--- src/rtl/seg_scan_ctrl.sv ---
// seg_scan_ctrl: time-multiplexes one BCD-to-7-segment decoder across four
// common-anode digits. A 4-digit BCD value is snapshotted at each frame start
// and digits are scanned 0 -> 3, each slot opening with an all-dark dead time
// to prevent ghosting. Leading zeros (optional) and non-BCD codes are blanked.
//
// Ports:
//   i_clk        system clock, rising edge
//   i_rst_n      synchronous active-low reset
//   i_enable     1 = scan, 0 = dark and scanner held in idle
//   i_digits     BCD digits, [3:0] = digit 0 (rightmost) .. [15:12] = digit 3
//   i_dp_en      per-digit decimal point request
//   i_blank_lz   suppress leading zeros on digits 3..1
//   o_bcd_out    code for the decoder (0 when the digit is blanked)
//   o_an         active-low anode enables, bit i = digit i
//   o_dp         active-low decimal point
//   o_digit_sel  index of the current slot
//   o_frame_tick one-cycle pulse on the first cycle of each frame
module seg_scan_ctrl #(
  parameter int unsigned SLOT_CYCLES = 100000,
  parameter int unsigned DEAD_CYCLES = 2000
) (
  input  logic        i_clk,
  input  logic        i_rst_n,
  input  logic        i_enable,
  input  logic [15:0] i_digits,
  input  logic [3:0]  i_dp_en,
  input  logic        i_blank_lz,
  output logic [3:0]  o_bcd_out,
  output logic [3:0]  o_an,
  output logic        o_dp,
  output logic [1:0]  o_digit_sel,
  output logic        o_frame_tick
);

  localparam int unsigned CntW = (SLOT_CYCLES > 1) ? $clog2(SLOT_CYCLES) : 1;
  localparam logic [CntW-1:0] DeadLast = CntW'(DEAD_CYCLES - 1);
  localparam logic [CntW-1:0] SlotLast = CntW'(SLOT_CYCLES - 1);

  typedef enum logic [1:0] {StIdle, StDead, StDrive} state_e;

  state_e          r_state;
  logic [CntW-1:0] r_cnt;
  logic [1:0]      r_sel;
  logic [15:0]     r_snap;
  logic [3:0]      r_dp_en;
  logic [3:0]      r_blank;

  logic [3:0] w_blank_new;
  logic [1:0] w_sel_nxt;
  logic [3:0] w_bcd_first;
  logic [3:0] w_bcd_next;

  // Digit i is blanked when its code is not BCD, or (with suppression on) when
  // it and every higher digit are zero. Digit 0 is never blanked for zero.
  function automatic logic [3:0] blank_mask(input logic [15:0] d, input logic lz);
    logic [3:0] m;
    logic       zero_above;
    m          = '0;
    zero_above = 1'b1;
    for (int i = 3; i >= 0; i--) begin
      zero_above = zero_above && (d[4*i +: 4] == 4'd0);
      m[i]       = (d[4*i +: 4] > 4'd9) || (lz && (i >= 1) && zero_above);
    end
    return m;
  endfunction

  assign w_blank_new = blank_mask(i_digits, i_blank_lz);
  assign w_sel_nxt   = r_sel + 2'd1;
  // Code for digit 0 of a frame that is starting now comes straight from the inputs.
  assign w_bcd_first = w_blank_new[0] ? 4'd0 : i_digits[3:0];
  assign w_bcd_next  = r_blank[w_sel_nxt] ? 4'd0 : r_snap[{w_sel_nxt, 2'b00} +: 4];

  assign o_digit_sel = r_sel;

  always_ff @(posedge i_clk) begin
    if (!i_rst_n) begin
      r_state      <= StIdle;
      r_cnt        <= '0;
      r_sel        <= 2'd0;
      r_snap       <= '0;
      r_dp_en      <= '0;
      r_blank      <= '0;
      o_bcd_out    <= 4'd0;
      o_an         <= 4'hF;
      o_dp         <= 1'b1;
      o_frame_tick <= 1'b0;
    end else if (!i_enable) begin
      // Abort any slot in progress; the next enable restarts a full frame.
      r_state      <= StIdle;
      r_cnt        <= '0;
      r_sel        <= 2'd0;
      o_bcd_out    <= 4'd0;
      o_an         <= 4'hF;
      o_dp         <= 1'b1;
      o_frame_tick <= 1'b0;
    end else begin
      o_frame_tick <= 1'b0;
      unique case (r_state)
        StIdle: begin
          r_state      <= StDead;
          r_cnt        <= '0;
          r_sel        <= 2'd0;
          r_snap       <= i_digits;
          r_dp_en      <= i_dp_en;
          r_blank      <= w_blank_new;
          o_bcd_out    <= w_bcd_first;
          o_frame_tick <= 1'b1;
          o_an         <= 4'hF;
          o_dp         <= 1'b1;
        end
        StDead: begin
          r_cnt <= r_cnt + 1'b1;
          if (r_cnt == DeadLast) begin
            r_state <= StDrive;
            o_an    <= r_blank[r_sel] ? 4'hF : ~(4'b0001 << r_sel);
            o_dp    <= r_blank[r_sel] | ~r_dp_en[r_sel];
          end
        end
        StDrive: begin
          if (r_cnt == SlotLast) begin
            r_state <= StDead;
            r_cnt   <= '0;
            r_sel   <= w_sel_nxt;
            o_an    <= 4'hF;
            o_dp    <= 1'b1;
            if (r_sel == 2'd3) begin
              // Wrap to digit 0: new frame, new snapshot.
              r_snap       <= i_digits;
              r_dp_en      <= i_dp_en;
              r_blank      <= w_blank_new;
              o_bcd_out    <= w_bcd_first;
              o_frame_tick <= 1'b1;
            end else begin
              o_bcd_out <= w_bcd_next;
            end
          end else begin
            r_cnt <= r_cnt + 1'b1;
          end
        end
        default: r_state <= StIdle;
      endcase
    end
  end

endmodule

--- config.mk ---
export PLATFORM = sky130hd
export DESIGN_NAME = seg_scan_ctrl
export DESIGN_NICKNAME = d
export VERILOG_FILES = /design/src/rtl/seg_scan_ctrl.sv
export SDC_FILE = /design/constraint.sdc
export NUM_CORES = 1
export LEC_CHECK = 0
export ABC_AREA = 1
export CORE_ASPECT_RATIO = 2
export CORE_UTILIZATION = 40
export DETAILED_ROUTE_END_ITERATION = 12
export PLACE_DENSITY = 0.71
export SYNTH_ARGS = -nofsm -noshare
export SYNTH_HDL_FRONTEND = slang
export SYNTH_SLANG_ARGS = --single-unit
--- constraint.sdc ---
create_clock -name i_clk -period 2.4 [get_ports i_clk]
set_input_delay 0.36 -clock i_clk [delete_from_list [all_inputs] [get_ports i_clk]]
set_output_delay 0.36 -clock i_clk [all_outputs]
set_load 0.05 [all_outputs]
==> results of run 1 <==
cells in the mapped netlist, drive strengths merged, types with 3 or more instances:
| cell | n | area share, % |
|---|---|---|
| clkbuf | 12 | 1.5 |
| or2 | 3 | 0.62 |
| o22ai | 3 | 0.62 |
| nand2 | 93 | 13 |
| a21oi | 58 | 9.5 |
| o21ai | 42 | 6.9 |
| nand4 | 9 | 1.8 |
| inv | 30 | 3.7 |
| buf | 7 | 2.1 |
| dfxtp | 55 | 36 |
| ha | 10 | 4.1 |
| nor2 | 73 | 9.5 |
| nand3b | 4 | 0.99 |
| nand3 | 42 | 7.3 |
| nor3 | 5 | 0.82 |
logic make-up (layout without fill, tap and decap cells):
family	Yosys count	after routing	share of synthesized area, %
AOI/OAI and AO/OA	106	106	17.8
DFF	55	55	36.2
and+or+nand+nor	229	229	33.7
xor gates and xnor gates	3	3	0.863
buffers and inverters	49	82	7.32
adders and majority gates	10	10	4.11
flip-flops by register name, summed over array words and instances (netlist names):
| signal | cells |
|---|---|
| o_an | 4 |
| r_snap | 16 |
| r_state | 2 |
| o_frame_tick | 1 |
| o_digit_sel | 2 |
| o_dp | 1 |
| r_cnt | 17 |
| o_bcd_out | 4 |
| r_dp_en | 4 |
| r_blank | 4 |
through the flow:
| step | cells | worst slack [ns] | hold slack (ns) | area, sq um | total power [uW] |
|---|---|---|---|---|---|
| 2_1_floorplan | 452 | 0.0625 | 0.446 | 3040 | 1250 |
| 3_3_place_gp | 569 | 0.576 | 0.443 | 3470 | 1350 |
| 3_5_place_dp | 569 | 0.525 | 0.453 | 3470 | 1360 |
| 4_1_cts | 577 | 0.264 | 0.472 | 3640 | 2210 |
| 5_1_grt | 577 | 0.200 | 0.489 | 3640 | 2290 |
| 6_report | 577 | 0.280 | 0.463 | 3640 | 2190 |
layer usage:
metal | routed length (um) | share of wire [%]
met5 | 0 | 0
met4 | 346 | 4.4
met3 | 171 | 2.2
met2 | 4590 | 58
met1 | 2780 | 35
worst max path at each step:
stage / from / end / slack, ns
after floorplan: o_digit_sel[0] / o_bcd_out[3] / 0.06
after global placement: r_state[0] / r_dp_en[0] / 0.58
after detailed placement: r_state[0] / r_dp_en[2] / 0.52
after CTS: o_digit_sel[0] / o_digit_sel[0] / 0.26
after global routing: o_digit_sel[0] / o_digit_sel[0] / 0.20
final: o_digit_sel[0] / o_digit_sel[0] / 0.28
where the power goes:
group	total [uW]	leakage [uW]	switching, uW	internal, uW
clock	851	0.0000868	332	519
sequential	999	0.000450	34.7	964
combinational	338	0.000846	207	130
total	2190	0.00138	574	1610
final cells by class:
| class | instances | area [sq um] | share of cell area [%] |
|---|---|---|---|
| clock buffer | 6 | 139 | 3.81 |
| clock inverter | 2 | 35.0 | 0.962 |
| inverter | 30 | 113 | 3.09 |
| multi-input combinational | 348 | 1720 | 47.3 |
| sequential | 55 | 1100 | 30.2 |
| tap | 92 | 115 | 3.16 |
| timing repair buffer | 44 | 418 | 11.5 |
cells in the final DEF (no fill, tap or decap):
cell / netlist / routed
o22ai_1: 3 / 3
o21ai_0: 14 / 14
nand3_1: 41 / 41
nor2_2: 3 / 3
nand3_4: 1 / 1
bufinv_16: 0 / 1
nand3b_1: 4 / 4
dfxtp_1: 55 / 55
buf_4: 2 / 9
clkbuf_16: 0 / 5
clkdlybuf4s50_1: 0 / 35
o21ai_1: 28 / 28
nand2_1: 87 / 87
nand2_2: 2 / 2
nor2_4: 1 / 1
clkbuf_8: 0 / 1
inv_2: 4 / 4
xnor2_1: 1 / 1
clkinv_2: 0 / 1
nand2_4: 4 / 4
a32oi_1: 1 / 1
o21bai_1: 2 / 2
nor2_1: 69 / 69
or2_2: 3 / 3
nor3_1: 5 / 5
nand4_1: 9 / 9
xor2_1: 2 / 2
inv_1: 26 / 26
ha_1: 10 / 10
a21oi_1: 58 / 58
==> results.md, run 1 <==
- Number of enable flip-flop cells after synthesis: 0
- Clock transition at path regs: 0.07 ns
- Crit path depth: 1
- CP Data Required Time: approximately 2 ns
- Clock latency on the worst-skew pair: roughly 0.30 ns
- First-pass GRT wire length: about 13,000 um
- Num CTS Buffers: 5
- Vias: approximately 3,000
- Syn avg cell area: roughly 6.7 sq um
- H-tree levels: 2
- Drc violations: 0
- Critical Path Slowest Stage Cell: clkdlybuf4s50_1
- Least-Margin Pin Slew: between 0.5 and 0.6 ns
- GR Util met3: between 3 and 4%
- Synth Flop Type: dfxtp_1
- DR vias/cell: ~5.2
- R2r startpoint: r_state[0]
- Worst setup path category: flip-flop to output pin
- Drt pass-1 iters: 4
- Die area: between 7000 and 8000 sq um
- Post-Route Setup TNS: 0 ns
- Number of antenna violations at the first check in global routing: 0
- Layer carrying the most global-route usage: met2
- CTS tree: yes
- Hold Fails Final Rpt: 0
- Fin Clk Skew: 0.00658 ns
- Total number of clock tree sinks: 55
- RR Endpoint: r_snap[2]
- Port Buffer Count: 35
- Synthesized area: approximately 3000 sq um
- CP arrival: 1.76 ns
- Layout area overhead: 19.6%
- Share of cells above drive strength 1: roughly 7.2%
- Pleak: approximately 0.0014 uW
- Die Width: approximately 64 um
- Slew Limit Headroom: 64.3%
- GR Overflow Total: 0
- Largest net degree at the start of global routing: 25
- M2 GR Usage: 42.4%
- GRT Total Usage: a little over a fifth
- Crit path max-delay family: buffers and inverters
- Post_cts resized: 0
- Hold EP: o_an[0]
- Clock Path Buffers: 2
- Worst path cell trace: clkdlybuf4s50_1
- Final Core Density: about half
- Pwr dens: 601 nW/um^2
- # fillers: roughly 750
- Outcome: completed
- Worst VDD drop: ~0.46 mV
- Nets: slightly above 500
- Fmax: ~470 MHz
- Hold_buf cts: 0
- Register area share after synthesis: 36.2%
- Core area: about 7300 sq um
- Critical Path Fanout Max: 13
- Final setup violation count: 0
- Hold depth: 2
- R2R Setup Slk: 0.47 ns
- Final ANT Viol Nets: 0
- IO Pins: 36
- CP max stage delay: about 0.9 ns
- Worst setup EP type: output pin
- Synth warn: 0
- Vias in the first global route: between 2,000 and 3,000
- DP HPWL: approximately 6100 um
- Hold path start: o_an[0]
- Routed length per instance: between 10 and 15 um
- Startpoint class of the critical path: flip-flop
- Diode count: 0
- WP buf/inv: 1
- Global routing usage on met1: between 10% and 20%
- Die height: ~130 um
- Fin. max-slew vios: 0
- MaxCap Viol Count: 0
- Synth Instances: approximately 450
- Initial DRC count: around 130
- Placer Congestion: between 0.8 and 0.9
- Final wirelength: 7890 um
- RSZ-0062 raised after global routing: no
- Post-CTS setup buffers: 0
- Reg2reg path depth: 8
- Synth unique cells: 28
- Post-Syn Nets: 486
- Starting Density: 41.6%
- Min-delay worst type: flip-flop to flip-flop
- Clk root buf: clkbuf_16
- Final worst-path cycle share: between 80% and 90%
- Site Rows: 44
- Final min period: ~2.1 ns
- Number of synthesized register bits: 55
- Async set-reset flop share out of synthesis: 0%
Note: power is estimated with default switching activity, not from simulation.
==> run 2: changes to the inputs <==
CORE_MARGIN = 2   (was unset)
==> results.md, run 2 (synthesized netlist as in run 1, its figures left out) <==
- Num CTS Buffers: 5
- Setup ws final: 0.415 ns
- Die Width: ~66 um
- DP HPWL: 5020 um
- Startpoint class of the critical path: flip-flop
- Die height: 127 um
- Pleak: between 0.001 and 0.0015 uW
- Final setup violation count: 0
- Largest registers: r_cnt (17), r_snap (16)
- RSZ-0062 raised after global routing: no
- Fin Clk Skew: 0.00341 ns
- Site Rows: between 40 and 50
- CTS tree: yes
- Final ANT Viol Nets: 0
- Reg2reg path depth: 10
- Fin. max-slew vios: 0
- Hold path start: o_an[1]
- Core area: between 7000 and 8000 sq um
- Fmax: approximately 500 MHz
- Initial DRC count: about 150
- MaxCap Viol Count: 0
- Clock latency on the worst-skew pair: 0.30 ns
- Clk root buf: clkbuf_16
- First-pass GRT wire length: ~12,000 um
- Multi-input logic area: between 1500 and 2000 sq um
- GRT Total Usage: a little under a fifth
- Die area: 8370 sq um
- Register area: about 1100 sq um
- Worst setup EP type: flip-flop
- Largest Register: r_cnt
- Worst path cell trace: ha_1, nand2_1, inv_2, nand2_2, nor2_4, nand3_4, nand2_4, nand2_4, o21ai_1, nor2_1
- Vias: 2,960
- RR Endpoint: r_snap[10]
- Final worst-path cycle share: slightly above 80%
- Hold EP: o_an[1]
- Critical Path Fanout Max: 36
- Worst setup path category: flip-flop to flip-flop
- Placer Congestion: 0.915
- Final wirelength: around 7000 um
- Crit path max-delay family: simple AND/OR/NAND/NOR gates
- Hold depth: 2
- Min-delay worst type: flip-flop to flip-flop
- R2r startpoint: r_cnt[1]
- Final min period: about 2.0 ns
- Total number of clock tree sinks: 55
- # fillers: 783
- Clock Path Buffers: 2
- CP Data Required Time: about 2.6 ns
- WP buf/inv: 1
- Slew Limit Headroom: 66.0%
- Vias in the first global route: 2,691
- Layout area overhead: 19.7%
- H-tree levels: 2
- Number of antenna violations at the first check in global routing: 0
- Pwr dens: slightly above 600 nW/um^2
- CP max stage delay: 0.38 ns
- Hold Fails Final Rpt: 0
- Port Buffer Count: 35
- R2R Setup Slk: 0.42 ns
- Post-Route Setup TNS: 0 ns
- CP dominant cell by count: nand2_4
- IO Pins: 36
- Commonest non-fill, non-tap cell in the layout: nand2_1
- GR Overflow Total: 0
- Critical Path Slowest Stage Cell: dfxtp_1
- Drt pass-1 iters: 4
- Power Total: ~2300 uW
- Post-CTS setup buffers: 0
- Share of cells above drive strength 1: under 10%
- Least-Margin Pin Slew: around 0.5 ns
- Max reg flops: 17
- DR vias/cell: about 5.1
- Outcome: completed
- Most frequent cells in the layout: nand2_1 (87), nor2_1 (69), a21oi_1 (58)
- Diode count: 0
- Drc violations: 0
- Pre-CTS WS: approximately 0.44 ns
- Hold WS: approximately 0.45 ns
- Worst VDD drop: a little over 0.5 mV
- Starting Density: between 40% and 50%
- Hold_buf cts: 0
- Nets: 516
- CP arrival: ~2.2 ns
- Routed length per instance: approximately 12 um
- Post_cts resized: 0
- Clock transition at path regs: 0.07 ns
- Largest net degree at the start of global routing: 37
==> run 2: how the worst max path moves through the flow <==
| stage | slack, ns | from | cells after the start | end |
|---|---|---|---|---|
| after floorplan | 0.06 | o_digit_sel[0] | 9 | o_bcd_out[3] |
| after global placement | 0.47 | r_state[0] | 8 | r_snap[10] |
| after detailed placement | 0.44 | r_cnt[1] | 10 | r_snap[10] |
| after CTS | 0.42 | r_cnt[1] | 10 | r_snap[10] |
| after global routing | 0.23 | r_cnt[1] | 10 | r_dp_en[3] |
| final | 0.42 | r_cnt[1] | 10 | r_snap[10] |
==> run 2: report_power, final <==
group          switching [uW]  total [uW]  internal (uW)  leakage, uW
Clock                     328         927            598    0.0000911
Combinational             203         332            129     0.000837
Sequential               31.3         995            964     0.000450
==> run 2: stage by stage <==
step / area (sq um) / utilization, % / cells
after CTS: 3640 / 48.7 / 577
after global placement: 3450 / 46.1 / 569
after detailed placement: 3450 / 46.1 / 569
final: 3640 / 48.7 / 577
after global routing: 3640 / 48.7 / 577
after floorplan: 3040 / - / 452
==> run 2: cell type report <==
| cell class | count | share of cell area, % |
|---|---|---|
| Multi-Input combinational cell | 348 | 47.2 |
| Sequential cell | 55 | 30.2 |
| Timing Repair Buffer | 42 | 11.1 |
| Clock buffer | 6 | 3.54 |
| Tap cell | 94 | 3.23 |
| Inverter | 30 | 3.09 |
| Clock inverter | 2 | 1.65 |
==> run 2: worst min-delay path, delay by kind of cell, from the launching register on <==
kind | cells | cell delay [ns]
simple gates | 2 | 0.10
flops | 1 | 0.33
==> run 2: metal layers <==
layer  track usage [%]  part of all wire (%)  vias to the layer above
li1                  -                     -                     1561
met1              24.2                    46                     1320
met2              29.9                    48                       70
met3              3.17                   4.0                        9
met4              6.00                   1.8                        0
met5                 0                     0                        -
